### src/rtl/wts_pkg.sv
// Shared constants for the key event scheduler: command op encodings and slot geometry.
package wts_pkg;

  localparam logic [1:0] OP_NONE        = 2'd0;
  localparam logic [1:0] OP_KEY_ON      = 2'd1;
  localparam logic [1:0] OP_KEY_RELEASE = 2'd2;
  localparam logic [1:0] OP_KEY_OFF     = 2'd3;

  localparam int unsigned SLOT_NUM = 6;
  localparam logic [2:0]  SLOT_NOP = 3'd5;
  localparam int unsigned CH_NUM   = 5;

endpackage

### src/rtl/wts_key_event_scheduler.sv
// Rotates a six-slot schedule over channels A..E plus an idle slot, issuing one buffered
// key command per channel slot as a registered single-cycle pulse.
module wts_key_event_scheduler
  import wts_pkg::*;
(
  input  logic              clk,
  input  logic              reset,
  input  logic              enable,
  input  logic              cmd_valid,
  output logic              cmd_ready,
  input  logic [2:0]        cmd_ch,
  input  logic [1:0]        cmd_op,
  output logic [2:0]        active,
  output logic              ch_a_key_on,
  output logic              ch_a_key_release,
  output logic              ch_a_key_off,
  output logic              ch_b_key_on,
  output logic              ch_b_key_release,
  output logic              ch_b_key_off,
  output logic              ch_c_key_on,
  output logic              ch_c_key_release,
  output logic              ch_c_key_off,
  output logic              ch_d_key_on,
  output logic              ch_d_key_release,
  output logic              ch_d_key_off,
  output logic              ch_e_key_on,
  output logic              ch_e_key_release,
  output logic              ch_e_key_off,
  output logic [CH_NUM-1:0] pending,
  output logic [CH_NUM-1:0] keyed
);

  logic [2:0]                   active_q, active_d;
  logic [CH_NUM-1:0][1:0]       pend_q, pend_d;
  logic [CH_NUM-1:0][2:0]       pulse_q, pulse_d;  // per channel {off, release, on}
  logic [CH_NUM-1:0]            keyed_q, keyed_d;
  logic [CH_NUM-1:0]            issue, write;
  logic                         cmd_accept;

  always_comb begin
    if (!enable) begin
      active_d = SLOT_NOP;
    end else if (active_q == 3'(SLOT_NUM - 1)) begin
      active_d = 3'd0;
    end else begin
      active_d = active_q + 3'd1;
    end
  end

  assign cmd_accept = cmd_valid && (cmd_ch < 3'(CH_NUM)) && (cmd_op != OP_NONE);

  // Issue looks only at pend_q, so a same-cycle write never bypasses into the pulse.
  // A key_off survives a later key_release unless that key_off is leaving right now.
  always_comb begin
    issue = '0;
    write = '0;
    for (int i = 0; i < CH_NUM; i++) begin
      issue[i] = (active_d == 3'(i)) && (pend_q[i] != OP_NONE);
      write[i] = cmd_accept && (cmd_ch == 3'(i)) &&
                 !((pend_q[i] == OP_KEY_OFF) && (cmd_op == OP_KEY_RELEASE) && !issue[i]);
    end
  end

  always_comb begin
    pend_d  = pend_q;
    pulse_d = '0;
    keyed_d = keyed_q;
    for (int i = 0; i < CH_NUM; i++) begin
      if (issue[i]) begin
        pend_d[i] = OP_NONE;
        case (pend_q[i])
          OP_KEY_ON: begin
            pulse_d[i][0] = 1'b1;
            keyed_d[i]    = 1'b1;
          end
          OP_KEY_RELEASE: pulse_d[i][1] = 1'b1;
          OP_KEY_OFF: begin
            pulse_d[i][2] = 1'b1;
            keyed_d[i]    = 1'b0;
          end
          default: ;
        endcase
      end
      if (write[i]) begin
        pend_d[i] = cmd_op;
      end
    end
  end

  always_ff @(posedge clk) begin
    if (reset) begin
      active_q <= SLOT_NOP;
      pend_q   <= '0;
      pulse_q  <= '0;
      keyed_q  <= '0;
    end else begin
      active_q <= active_d;
      pend_q   <= pend_d;
      pulse_q  <= pulse_d;
      keyed_q  <= keyed_d;
    end
  end

  always_comb begin
    pending = '0;
    for (int i = 0; i < CH_NUM; i++) begin
      pending[i] = (pend_q[i] != OP_NONE);
    end
  end

  assign cmd_ready = 1'b1;
  assign active    = active_q;
  assign keyed     = keyed_q;

  assign ch_a_key_on      = pulse_q[0][0];
  assign ch_a_key_release = pulse_q[0][1];
  assign ch_a_key_off     = pulse_q[0][2];
  assign ch_b_key_on      = pulse_q[1][0];
  assign ch_b_key_release = pulse_q[1][1];
  assign ch_b_key_off     = pulse_q[1][2];
  assign ch_c_key_on      = pulse_q[2][0];
  assign ch_c_key_release = pulse_q[2][1];
  assign ch_c_key_off     = pulse_q[2][2];
  assign ch_d_key_on      = pulse_q[3][0];
  assign ch_d_key_release = pulse_q[3][1];
  assign ch_d_key_off     = pulse_q[3][2];
  assign ch_e_key_on      = pulse_q[4][0];
  assign ch_e_key_release = pulse_q[4][1];
  assign ch_e_key_off     = pulse_q[4][2];

endmodule

### config.mk
export PLATFORM = sky130hd
export DESIGN_NAME = wts_key_event_scheduler
export DESIGN_NICKNAME = d
export VERILOG_FILES = /design/src/rtl/wts_pkg.sv /design/src/rtl/wts_key_event_scheduler.sv
export SDC_FILE = /design/constraint.sdc
export NUM_CORES = 1
export LEC_CHECK = 0
export BUFFER_PORTS_ARGS = -buffer_cell sky130_fd_sc_hd__buf_4
export CAP_MARGIN = 20
export CELL_PAD_IN_SITES_DETAIL_PLACEMENT = 0
export CELL_PAD_IN_SITES_GLOBAL_PLACEMENT = 1
export CORE_MARGIN = 3
export CORE_UTILIZATION = 35
export CTS_BUF_LIST = sky130_fd_sc_hd__clkbuf_16
export CTS_CLUSTER_DIAMETER = 40
export DETAILED_ROUTE_END_ITERATION = 10
export PLACE_DENSITY_LB_ADDON = 0.1
export SYNTH_ARGS = -nofsm -noshare
export SYNTH_HDL_FRONTEND = slang
export SYNTH_SLANG_ARGS = --single-unit
### constraint.sdc
create_clock -name clk -period 1.5 [get_ports clk]
set_clock_uncertainty 0.15 [all_clocks]
set_input_delay 0.15 -clock clk [delete_from_list [all_inputs] [get_ports clk]]
set_output_delay 0.15 -clock clk [all_outputs]
set_load 0.1 [all_outputs]
==> impl_metrics.env <==
export IMPL_outcome="finished clean"
export IMPL_drc=0
export IMPL_wl_met1_um=1410
export IMPL_drt_pass1_iterations=4
export IMPL_wl_met3_um=198
export IMPL_syn_cell_area_um2=1440
export IMPL_ff2ff_path_depth=3
export IMPL_place_congestion=0.726
export IMPL_hold_buffers=0
export IMPL_critPathCapture="pending[4]"
export IMPL_seq_area_um2=672
export IMPL_hp_class="in2reg"
export IMPL_drt_iter0_drc=93
export IMPL_grt_use_total=0.145
export IMPL_clkTransAtPathRegs_ns=0.05
export IMPL_synth_seq_cells=33
export IMPL_route_vias_total=1285
export IMPL_criticalPathCategory="reg2out"
export IMPL_critPathBufInv=1
export IMPL_drv_slew=0
export IMPL_avgSynthCellArea_um2=9.73
export IMPL_antenna_found_initial=0
export IMPL_grt_max_degree=22
export IMPL_power_density_nw_per_um2=1070
export IMPL_cts_sinks=33
export IMPL_worst_path_max_delay_cell="dfxtp_1"
export IMPL_synth_flop_cell="dfxtp_1"
export IMPL_yosys_warnings=0
export IMPL_top_register="pend_q"
export IMPL_yosys_top_cells_area="dfxtp_1 46%, nand2_1 4.2%, a21oi_1 3.8%"
export IMPL_multi_input_area_um2=688
export IMPL_fin_nets=195
export IMPL_timing_final_crit_share=0.967
export IMPL_p_leak_uw=0.000763
export IMPL_cp_cell_sequence="or2_2 > buf_6"
export IMPL_post_place_ws_ns=0.0883
export IMPL_post_route_worst_setup_slack_ns=0.0496
export IMPL_syn_nets=157
export IMPL_largest_reg_flops=10
export IMPL_synthToLayoutAreaGrowth_pct=31.5
export IMPL_worst_path_stages=2
export IMPL_nFillCells=363
export IMPL_grt_pass1_vias=1221
export IMPL_final_hold_viol_count=0
export IMPL_r2r_start="active[1]$_SDFF_PP0_"
export IMPL_clk_path_buf_depth=2
export IMPL_htree_levels=2
export IMPL_fin_cells=234
export IMPL_wirelength_um=3280
export IMPL_ys_seq_area_frac=0.459
export IMPL_initial_utilization=0.379
export IMPL_place_inst=226
export IMPL_topRoutingLayerUsed="met4"
export IMPL_setup_viol=0
export IMPL_syn_inst=148
export IMPL_wl_met2_um=1600
export IMPL_cp_startpoint="pend_q[9]$_SDFFE_PP0P_"
export IMPL_rsz0062_at_grt="false"
export IMPL_critPathMaxStageDelay_ns=0.36
export IMPL_core_um2=3800
export IMPL_worst_ep_required_time_ns=1.20
export IMPL_synth_top_cell_by_area="dfxtp_1"
export IMPL_clk_latency_ns=0.27
export IMPL_max_freq_mhz=689
export IMPL_cpLargestDelayFamily="flip-flops"
export IMPL_critPathMaxFanout=6
export IMPL_antenna_left=0
export IMPL_maxCapViolations=0
export IMPL_post_route_min_period_ns=1.45
export IMPL_r2r_end="pend_q[5]$_SDFFE_PP0P_"
export IMPL_ys_types=42
export IMPL_crit_arrival_ns=1.15
export IMPL_io_buffers=36
export IMPL_cts_buffers=5
export IMPL_ios=38
export IMPL_die_w_um=70.1
export IMPL_die_area_um2=4920
export IMPL_cts_tree="yes"
export IMPL_r2r_slack_ns=0.14
export IMPL_cp_end_kind="primary output"
export IMPL_yosysTopAreaCellShare=0.459
export IMPL_grt_pass1_wl_um=5730
export IMPL_antenna_diode_count=0
export IMPL_grt_overflow_total=0
export IMPL_cts_root_buf="clkbuf_16"
export IMPL_rows=22
export IMPL_dp_hpwl_um=2360
export IMPL_start_kind="flop"
export IMPL_detail_route_wl_per_cell_um=14.0
export IMPL_async_reset_ff_frac=0
export IMPL_vdd_drop_max_mv=0.486
export IMPL_vias_per_cell=5.49
export IMPL_die_h_um=70.1
export IMPL_synth_edff_count=0
export IMPL_drive_above_1_share=0.306
export IMPL_post_route_util=0.499
stage by stage:
| step | total power [uW] | TNS (ns) | hold WS, ns | area (um2) |
|---|---|---|---|---|
| after floorplan | 1080 | -0.123 | 0.118 | 1460 |
| after global placement | 1130 | 0 | 0.309 | 1740 |
| after detailed placement | 1130 | 0 | 0.316 | 1740 |
| after CTS | 2060 | 0 | 0.0305 | 1880 |
| after global routing | 2110 | 0 | 0.0456 | 1890 |
| final | 2030 | 0 | 0.0324 | 1890 |
cell usage after synthesis (2+ instances only):
library cell  number
buf_6              2
mux2i_1            3
nor3_1            10
nand3_1            2
nand2b_1           3
inv_1             10
nand4b_1           6
a311o_1            5
nand2_1           16
a311oi_1           6
nor2b_1            2
buf_4              2
o211ai_1           3
or3_1              2
a21oi_1           11
nand4bb_1          2
clkbuf_1           2
nor4bb_1           2
dfxtp_1           33
nor2_1             3
and4bb_4           2
worst min-delay path: cells and delay by family:
family          cells  cell delay (ns)
compound gates      1             0.05
buf+inv             1             0.15
simple gates        1             0.06
cell type report:
cell class,instances,share of cell area
clock buffer,5,0.0661
sequential,33,0.355
inverter,10,0.0198
clock inverter,2,0.00396
multi-input combinational,97,0.363
tap,48,0.0317
timing repair buffer,39,0.161
repair_timing:
item,4_1_cts,5_1_grt
gates resized for setup,0,3
setup endpoints to repair,0,5
buffers inserted,0,1
logic make-up after synthesis:
kind of cell / after synthesis / synth area share
AND/OR/NAND/NOR: 63 / 0.302
flip-flops: 33 / 0.459
AO/OA/AOI/OAI: 30 / 0.152
buffers and inverters: 18 / 0.0634
multiplexers: 3 / 0.0209
other: 1 / 0.00260
report_power, final:
group / total, uW / leakage [uW] / internal (uW) / switching (uW)
Combinational: 209 / 0.000427 / 64.2 / 145
Clock: 916 / 0.0000685 / 591 / 325
Sequential: 907 / 0.000268 / 886 / 20.2
layer usage:
| metal | track usage | vias up |
|---|---|---|
| li1 | - | 623 |
| met1 | 0.176 | 619 |
| met2 | 0.234 | 36 |
| met3 | 0.0403 | 7 |
| met4 | 0.0702 | 0 |
| met5 | 0 | - |
cell usage in the layout (no fill, tap or decap), types with 2 or more instances in the layout:
cell type and count:
dfxtp_4 3, nand4b_1 6, a311o_1 5, nor3_1 10, inv_1 11, nor2_1 3
buf_4 36, and4bb_4 2, mux2i_1 3, o211ai_1 3, dfxtp_1 30, nand2b_1 3
nor4bb_1 2, a21oi_1 11, nand2_1 16, nand3_1 2, nor2b_1 2, a311oi_1 6
nand4bb_1 2, buf_6 3, clkbuf_16 5, or3_1 2
worst min path at each step:
stage	startpoint	to	slack (ns)	cells past startpoint
after CTS	cmd_op[0]	pend_q[6]$_SDFFE_PP0P_	0.03	3
final	cmd_op[0]	pend_q[6]$_SDFFE_PP0P_	0.03	3
after global placement	active[0]$_SDFF_PP1_	active[0]$_SDFF_PP1_	0.31	1
after global routing	cmd_op[0]	pend_q[6]$_SDFFE_PP0P_	0.05	3
after floorplan	reset	active[0]$_SDFF_PP1_	0.12	2
after detailed placement	active[0]$_SDFF_PP1_	active[0]$_SDFF_PP1_	0.32	1
Note: power is estimated with default switching activity, not from simulation.
